### src/rtl/fetch_pair_tracker_pkg.sv
// rtl/fetch_pair_tracker_pkg.sv - shared types and defaults for the fetch pair tracker
//
// Purpose: default width/depth constants and the {addr,data} fetch record type
//          shared by the tracker, its snoop interface and anything that
//          consumes paired fetch records.
package fetch_pair_tracker_pkg;

    localparam int DEFAULT_ADDR_WIDTH = 32;
    localparam int DEFAULT_DATA_WIDTH = 32;
    localparam int DEFAULT_DEPTH      = 4;

    // Paired fetch record at the default widths.
    typedef struct packed {
        logic [DEFAULT_ADDR_WIDTH-1:0] addr;
        logic [DEFAULT_DATA_WIDTH-1:0] data;
    } fetch_rec_t;

    // Width of an occupancy counter able to hold 0..depth inclusive.
    function automatic int count_width(input int depth);
        return $clog2(depth) + 1;
    endfunction

endpackage

### src/rtl/fetch_pair_tracker_if.sv
// rtl/fetch_pair_tracker_if.sv - snooped instruction fetch address/data bus
//
// Purpose: bundles the CPU instruction-fetch address and data handshakes.
// Modports:
//   master - the party that drives the fetch bus (CPU/memory side, or a bench)
//   slave  - a passive observer; every signal is an input
interface fetch_pair_tracker_if
    import fetch_pair_tracker_pkg::*;
#(
    parameter int ADDR_WIDTH = DEFAULT_ADDR_WIDTH,
    parameter int DATA_WIDTH = DEFAULT_DATA_WIDTH
) ();

    logic                  ir_addr_valid;
    logic                  ir_addr_ready;
    logic [ADDR_WIDTH-1:0] ir_addr;
    logic                  ir_data_valid;
    logic                  ir_data_ready;
    logic [DATA_WIDTH-1:0] ir_data;

    modport master (
        output ir_addr_valid,
        output ir_addr_ready,
        output ir_addr,
        output ir_data_valid,
        output ir_data_ready,
        output ir_data
    );

    modport slave (
        input ir_addr_valid,
        input ir_addr_ready,
        input ir_addr,
        input ir_data_valid,
        input ir_data_ready,
        input ir_data
    );

endinterface

### src/rtl/fetch_pair_tracker_sync_fifo.sv
// rtl/fetch_pair_tracker_sync_fifo.sv - generic synchronous first-word-fall-through FIFO
//
// Purpose: in-order storage with simultaneous push/pop. The head entry is
//          always visible on pop_data_o while not empty.
// Ports:
//   clk, rst     - clock, synchronous active-high reset (clears pointers/count)
//   push_i       - write push_data_i; ignored when full unless popping same cycle
//   pop_i        - retire head entry; ignored when empty
//   pop_data_o   - current head entry
//   full_o, empty_o, count_o - occupancy status (count_o spans 0..DEPTH)
module sync_fifo #(
    parameter  int WIDTH = 32,
    parameter  int DEPTH = 4,
    localparam int AW    = $clog2(DEPTH),
    localparam int CW    = AW + 1
) (
    input  logic             clk,
    input  logic             rst,
    input  logic             push_i,
    input  logic [WIDTH-1:0] push_data_i,
    input  logic             pop_i,
    output logic [WIDTH-1:0] pop_data_o,
    output logic             full_o,
    output logic             empty_o,
    output logic [CW-1:0]    count_o
);

    logic [WIDTH-1:0] mem_q [DEPTH];
    logic [AW-1:0]    wr_ptr_q, wr_ptr_d;
    logic [AW-1:0]    rd_ptr_q, rd_ptr_d;
    logic [CW-1:0]    count_q, count_d;
    logic             push_ok;
    logic             pop_ok;

    assign full_o     = (count_q == CW'(DEPTH));
    assign empty_o    = (count_q == '0);
    assign count_o    = count_q;
    assign pop_data_o = mem_q[rd_ptr_q];

    // A push into a full FIFO is only legal when the head leaves this cycle.
    assign pop_ok  = pop_i && !empty_o;
    assign push_ok = push_i && (!full_o || pop_ok);

    always_comb begin
        wr_ptr_d = wr_ptr_q;
        rd_ptr_d = rd_ptr_q;
        count_d  = count_q;
        // DEPTH is a power of two, so natural AW-bit overflow wraps the pointers.
        if (push_ok) wr_ptr_d = wr_ptr_q + AW'(1);
        if (pop_ok)  rd_ptr_d = rd_ptr_q + AW'(1);
        case ({push_ok, pop_ok})
            2'b10:   count_d = count_q + CW'(1);
            2'b01:   count_d = count_q - CW'(1);
            default: count_d = count_q;
        endcase
    end

    always_ff @(posedge clk) begin
        if (rst) begin
            wr_ptr_q <= '0;
            rd_ptr_q <= '0;
            count_q  <= '0;
        end else begin
            wr_ptr_q <= wr_ptr_d;
            rd_ptr_q <= rd_ptr_d;
            count_q  <= count_d;
        end
    end

    // Storage needs no reset: entries are only read after being written.
    always_ff @(posedge clk) begin
        if (push_ok) mem_q[wr_ptr_q] <= push_data_i;
    end

endmodule

### src/rtl/fetch_pair_tracker.sv
// rtl/fetch_pair_tracker.sv - pairs snooped fetch addresses with their returned data
//
// Purpose: passively watches an instruction-fetch bus, queues accepted fetch
//          addresses in order and, as each data beat is accepted, emits a
//          one-cycle-latency {addr,data} record. Flags overflow, orphan data
//          and dropped records (sticky until reset).
// Ports:
//   clk, rst      - clock, synchronous active-high reset
//   ir            - snooped fetch bus (slave modport, inputs only)
//   out_valid/out_ready/out_addr/out_data - paired record output
//   outstanding   - addresses still waiting for data (0..DEPTH)
//   pair_count    - records produced since reset, wraps at 2^32
//   err_overflow  - address seen with the queue full and no pop
//   err_orphan    - data seen with no outstanding address
//   err_drop      - unconsumed record overwritten by a newer pair
module fetch_pair_tracker
    import fetch_pair_tracker_pkg::*;
#(
    parameter  int ADDR_WIDTH = DEFAULT_ADDR_WIDTH,
    parameter  int DATA_WIDTH = DEFAULT_DATA_WIDTH,
    parameter  int DEPTH      = DEFAULT_DEPTH,
    localparam int CW         = $clog2(DEPTH) + 1
) (
    input  logic                  clk,
    input  logic                  rst,
    fetch_pair_tracker_if.slave   ir,
    output logic                  out_valid,
    input  logic                  out_ready,
    output logic [ADDR_WIDTH-1:0] out_addr,
    output logic [DATA_WIDTH-1:0] out_data,
    output logic [CW-1:0]         outstanding,
    output logic [31:0]           pair_count,
    output logic                  err_overflow,
    output logic                  err_orphan,
    output logic                  err_drop
);

    typedef struct packed {
        logic [ADDR_WIDTH-1:0] addr;
        logic [DATA_WIDTH-1:0] data;
    } rec_t;

    logic                  addr_ev;
    logic                  data_ev;
    logic                  pop;
    logic                  fifo_full;
    logic                  fifo_empty;
    logic [ADDR_WIDTH-1:0] fifo_head;
    logic [CW-1:0]         fifo_count;

    rec_t                  rec_q, rec_d;
    logic                  valid_q, valid_d;
    logic [31:0]           pc_q, pc_d;
    logic                  ovf_q, ovf_d;
    logic                  orph_q, orph_d;
    logic                  drop_q, drop_d;

    assign addr_ev = ir.ir_addr_valid && ir.ir_addr_ready;
    assign data_ev = ir.ir_data_valid && ir.ir_data_ready;
    // Pairing uses occupancy at the start of the cycle, so a same-cycle
    // address can never satisfy a data beat.
    assign pop     = data_ev && !fifo_empty;

    sync_fifo #(
        .WIDTH (ADDR_WIDTH),
        .DEPTH (DEPTH)
    ) u_addr_fifo (
        .clk         (clk),
        .rst         (rst),
        .push_i      (addr_ev),
        .push_data_i (ir.ir_addr),
        .pop_i       (pop),
        .pop_data_o  (fifo_head),
        .full_o      (fifo_full),
        .empty_o     (fifo_empty),
        .count_o     (fifo_count)
    );

    always_comb begin
        rec_d   = rec_q;
        valid_d = valid_q;
        pc_d    = pc_q;
        ovf_d   = ovf_q;
        orph_d  = orph_q;
        drop_d  = drop_q;

        if (pop) begin
            rec_d.addr = fifo_head;
            rec_d.data = ir.ir_data;
            valid_d    = 1'b1;
            pc_d       = pc_q + 32'd1;
            // Replacing a record nobody has taken loses it.
            if (valid_q && !out_ready) drop_d = 1'b1;
        end else if (valid_q && out_ready) begin
            valid_d = 1'b0;
        end

        if (data_ev && fifo_empty)             orph_d = 1'b1;
        if (addr_ev && fifo_full && !pop)      ovf_d  = 1'b1;
    end

    always_ff @(posedge clk) begin
        if (rst) begin
            rec_q   <= '0;
            valid_q <= 1'b0;
            pc_q    <= '0;
            ovf_q   <= 1'b0;
            orph_q  <= 1'b0;
            drop_q  <= 1'b0;
        end else begin
            rec_q   <= rec_d;
            valid_q <= valid_d;
            pc_q    <= pc_d;
            ovf_q   <= ovf_d;
            orph_q  <= orph_d;
            drop_q  <= drop_d;
        end
    end

    assign out_valid    = valid_q;
    assign out_addr     = rec_q.addr;
    assign out_data     = rec_q.data;
    assign outstanding  = fifo_count;
    assign pair_count   = pc_q;
    assign err_overflow = ovf_q;
    assign err_orphan   = orph_q;
    assign err_drop     = drop_q;

endmodule

### src/flat_wrapper.sv
// flat-port wrapper written by rule: the top's interface ports become plain ports
module fetch_pair_tracker_flat import fetch_pair_tracker_pkg::*;
#(
    parameter  int ADDR_WIDTH = DEFAULT_ADDR_WIDTH,
    parameter  int DATA_WIDTH = DEFAULT_DATA_WIDTH,
    parameter  int DEPTH      = DEFAULT_DEPTH,
    localparam int CW         = $clog2(DEPTH) + 1
)
  (clk, rst, out_valid, out_ready, out_addr, out_data, outstanding, pair_count, err_overflow, err_orphan, err_drop, ir_ir_addr_valid, ir_ir_addr_ready, ir_ir_addr, ir_ir_data_valid, ir_ir_data_ready, ir_ir_data);
  fetch_pair_tracker_if #(.ADDR_WIDTH(ADDR_WIDTH), .DATA_WIDTH(DATA_WIDTH)) ir_i ();
  input  logic clk;
  input  logic rst;
  output logic out_valid;
  input  logic out_ready;
  output logic [ADDR_WIDTH-1:0] out_addr;
  output logic [DATA_WIDTH-1:0] out_data;
  output logic [CW-1:0] outstanding;
  output logic [31:0] pair_count;
  output logic err_overflow;
  output logic err_orphan;
  output logic err_drop;
  input wire logic [$bits(ir_i.ir_addr_valid)-1:0] ir_ir_addr_valid;
  input wire logic [$bits(ir_i.ir_addr_ready)-1:0] ir_ir_addr_ready;
  input wire logic [$bits(ir_i.ir_addr)-1:0] ir_ir_addr;
  input wire logic [$bits(ir_i.ir_data_valid)-1:0] ir_ir_data_valid;
  input wire logic [$bits(ir_i.ir_data_ready)-1:0] ir_ir_data_ready;
  input wire logic [$bits(ir_i.ir_data)-1:0] ir_ir_data;
  assign ir_i.ir_addr_valid = ir_ir_addr_valid;
  assign ir_i.ir_addr_ready = ir_ir_addr_ready;
  assign ir_i.ir_addr = ir_ir_addr;
  assign ir_i.ir_data_valid = ir_ir_data_valid;
  assign ir_i.ir_data_ready = ir_ir_data_ready;
  assign ir_i.ir_data = ir_ir_data;
  fetch_pair_tracker #(.ADDR_WIDTH(ADDR_WIDTH), .DATA_WIDTH(DATA_WIDTH), .DEPTH(DEPTH)) u_core (.clk(clk), .rst(rst), .ir(ir_i), .out_valid(out_valid), .out_ready(out_ready), .out_addr(out_addr), .out_data(out_data), .outstanding(outstanding), .pair_count(pair_count), .err_overflow(err_overflow), .err_orphan(err_orphan), .err_drop(err_drop));
endmodule
### config.mk
export PLATFORM = sky130hd
export DESIGN_NAME = fetch_pair_tracker_flat
export DESIGN_NICKNAME = d
export VERILOG_FILES = /design/src/rtl/fetch_pair_tracker_pkg.sv /design/src/rtl/fetch_pair_tracker_if.sv /design/src/rtl/fetch_pair_tracker_sync_fifo.sv /design/src/rtl/fetch_pair_tracker.sv /design/src/flat_wrapper.sv
export SDC_FILE = /design/constraint.sdc
export NUM_CORES = 1
export LEC_CHECK = 0
export ABC_AREA = 0
export BUFFER_PORTS_ARGS = -buffer_cell sky130_fd_sc_hd__buf_2
export CAP_MARGIN = 0
export CORE_UTILIZATION = 39
export DETAILED_ROUTE_END_ITERATION = 10
export SYNTH_ARGS = -nofsm -noshare
export SYNTH_HDL_FRONTEND = slang
export SYNTH_SLANG_ARGS = --single-unit
### constraint.sdc
create_clock -name clk -period 2.4 [get_ports clk]
set_input_delay 0.24 -clock clk [delete_from_list [all_inputs] [get_ports clk]]
set_output_delay 0.24 -clock clk [all_outputs]
set_load 0.01 [all_outputs]
==> run summary <==
Outcome: finished clean
Root Buffer: clkbuf_16
Final Net Count: 1013
Post-Route WL: 20200 um
Cell Rows: 54
P per Cell Area: 790 mW/mm^2
Max_cap viols: 0
Wirelength per Cell: 16.3 um
Worst-Margin Slew: 0.590 ns
Max_slew headroom: 60.6%
CTS tree: done
Crit-path slowest cell: or4_4
Syn nets: 775
Top cells by area, synth: edfxtp_1 (43%), dfxtp_1 (24%), mux4_2 (8.1%)
Initial Util: 40.4%
Router iterations before antenna repair: 5
Required time worst endpoint: 2.84 ns
Pleak: 4.32 nW
Final Hold Vio Count: 0
Synth Instances: 698
Critical path class: flop to flop
Yosys warnings: 0
Initial antenna violation count: 1
FFs w/ async S/R, synth: 0%
I/O pins: 174
Clock transition at path regs: 0.06 ns
Overall Power: 9.29 mW
Unrepaired setup endpoints after global routing: false
Final worst setup slack: 0.310 ns
Avg Inst Size Synth: 12.8 um^2
Mapped cell area: 0.00892 mm^2
Synth area leader: edfxtp_1
Core Box Area: 0.0221 mm^2
Min Tclk post-route: 2.09 ns
Overall via count from detail_route: 6258
Share of the clock period used by the worst path: 87.1%
Finish-stage setup viols: 0
F_max: 479 MHz
Height of the die: 153 um
Hold crit path type: input port to flop
Detailed-route DRC error count: 0
DP HPWL: 12600 um
Share of the synthesized area in the top cell type: 43.1%
Post-CTS Setup Bufs: 0
Worst clock skew: 0.00757 ns
Worst VDD drop: 0.000659 V
Die span in x: 153 um
Total die area: 0.0235 mm^2
Top FF cell, synth: edfxtp_1
Seq cells post-synth: 235
PortBufs: 173
Num CTS Buffers: 26
GR Util All Layers: 17.4%
Fraction of layout cells with a size suffix above 1: 29.3%
Setup crit end kind: flop
Worst setup SP type: flop
Vias in the first global route: 6172
Post-synth cell types: 40
Post-synth EDFFs: 128
Drt via density: 5.06
Routability Congestion: 0.764
Initial DRC count: 325
Worst setup path start: u_core.pair_count[4]$_SDFFE_PP0P_
FF-to-FF Start: u_core.pair_count[4]$_SDFFE_PP0P_
Post-synthesis sequential area ratio: 67.1%
Final ANT Viol Nets: 0
Area grow syn2layout: 31.8%
CP arrival: 2.53 ns
Min-Delay Startpoint: ir_ir_data[0]
Placed Instances: 1125
Clk_lat worst skew: 0.52 ns
Critical-path cell list: nand4_2 > or4_4 > or4_1 > a21oi_1
Setup TNS: 0 ns
Clock Path Buffers: 3
Worst path max stage delay: 0.67 ns
Min Hold Slack: 0.0177 ns
Setup WS pre-CTS: 0.334 ns
Cell family with most CP delay: simple AND/OR/NAND/NOR gates
GRT Residual Overflow: 0
Final Max Tran Viols: 0
CTS H-tree lvls: 1
Final Non-Filler Cells: 1237
Crit path max fanout: 27
Crit path buf inv count: 0
Pin count of the biggest net entering global routing: 52
CTS sink count: 235
First-pass GRT wire length: 32700 um
cells in the mapped netlist (all sizes together), types with 2 or more instances:
cell    number
a21oi       89
a31oi        2
and2         7
and3         3
and4         2
buf         13
clkbuf      33
dfxtp      107
edfxtp     128
ha           5
inv         10
mux2         3
mux4        32
nand2      141
nand3        8
nand4       13
nor2        26
nor3         3
nor4         3
o21ai        4
o31ai       17
or3          6
or4         20
xnor2        6
xor2         6
sequential cells by signal, indices dropped and copies added (netlist names):
signal / cells
u_core.out_addr: 32
u_core.u_addr_fifo.wr_ptr_q: 2
u_core.err_drop: 1
u_core.err_orphan: 1
u_core.out_valid: 1
u_core.pair_count: 32
u_core.err_overflow: 1
u_core.u_addr_fifo.rd_ptr_q: 2
u_core.out_data: 32
u_core.u_addr_fifo.count_o: 3
u_core.u_addr_fifo.mem_q: 128
placed cells by master (no fill, tap or decap), types with 4 or more instances in the layout:
cell             n
dfxtp_1        105
nand4_1         11
a21oi_1         89
dlygate4sd3_1   63
buf_4           15
ha_1             5
nand2_1        141
o21ai_0          4
or4_1           19
edfxtp_1       128
nand3_1          8
xor2_1           6
nor2_1          26
buf_12           6
and2_2           4
buf_2          172
inv_1           10
xnor2_1          6
bufinv_16        5
mux4_2          32
clkbuf_1         5
clkbuf_16       27
or3_1            6
o31ai_1         17
final cells by class:
cell class / instances / area [um^2]
multi-input combinational: 407 / 2730
sequential: 235 / 5990
antenna: 1 / 2.50
fill: 1880 / 10300
tap: 280 / 350
inverter: 10 / 37.5
clock buffer: 34 / 722
timing repair buffer: 256 / 1720
clock inverter: 14 / 204
layer usage:
layer | global-route usage, % | wire, um | vias up
met3 | 3.63 | 1170 | 31
li1 | - | - | 3040
met2 | 29.1 | 9280 | 184
met1 | 23.2 | 9380 | 3003
met5 | 0 | 0 | -
met4 | 3.80 | 344 | 0
stage by stage:
| stage | instance area (um^2) | utilization, % |
|---|---|---|
| floorplan | 8920 | - |
| global route | 11800 | 53.2 |
| global placement | 10200 | 46.2 |
| CTS | 11800 | 53.2 |
| finish | 11800 | 53.2 |
| detailed placement | 10200 | 46.2 |
path summary, 6_finish.rpt:
path                                         to  slack, ns  cells past startpoint
max          u_core.pair_count[19]$_SDFFE_PP0P_       0.31                      4
min             u_core.out_data[0]$_SDFFE_PP0P_       0.02                      3
max reg2reg  u_core.pair_count[19]$_SDFFE_PP0P_       0.31                      4
min reg2reg    u_core.out_data[24]$_SDFFE_PP0P_       0.45                      2
tightest hold or removal path: stages:
cell     delay [ns]
buf_2          0.10
nand2_1        0.08
a21oi_1        0.06
kinds of logic (layout without fill, tap and decap cells):
group | Yosys count | count (layout) | share of synthesized area, %
XOR/XNOR | 12 | 12 | 1.18
buffers and inverters | 56 | 314 | 2.60
flip-flops | 235 | 235 | 67.1
AND/OR/NAND/NOR | 235 | 235 | 12.2
adder cells (fa/ha/maj) | 6 | 6 | 0.926
AO/OA/AOI/OAI | 118 | 118 | 7.45
multiplexers | 36 | 36 | 8.57
other | 0 | 1 | 0
where the power goes:
| part | internal (mW) | switching [mW] |
|---|---|---|
| clock | 2.66 | 1.56 |
| sequential | 4.36 | 0.0457 |
| combinational | 0.318 | 0.356 |
what timing repair did:
| action | CTS | global route |
|---|---|---|
| hold endpoints to repair | 159 | 0 |
| resized for setup | 0 | 0 |
| hold buffers | 63 | 0 |
No activity file was read; power rests on OpenSTA's default activity.
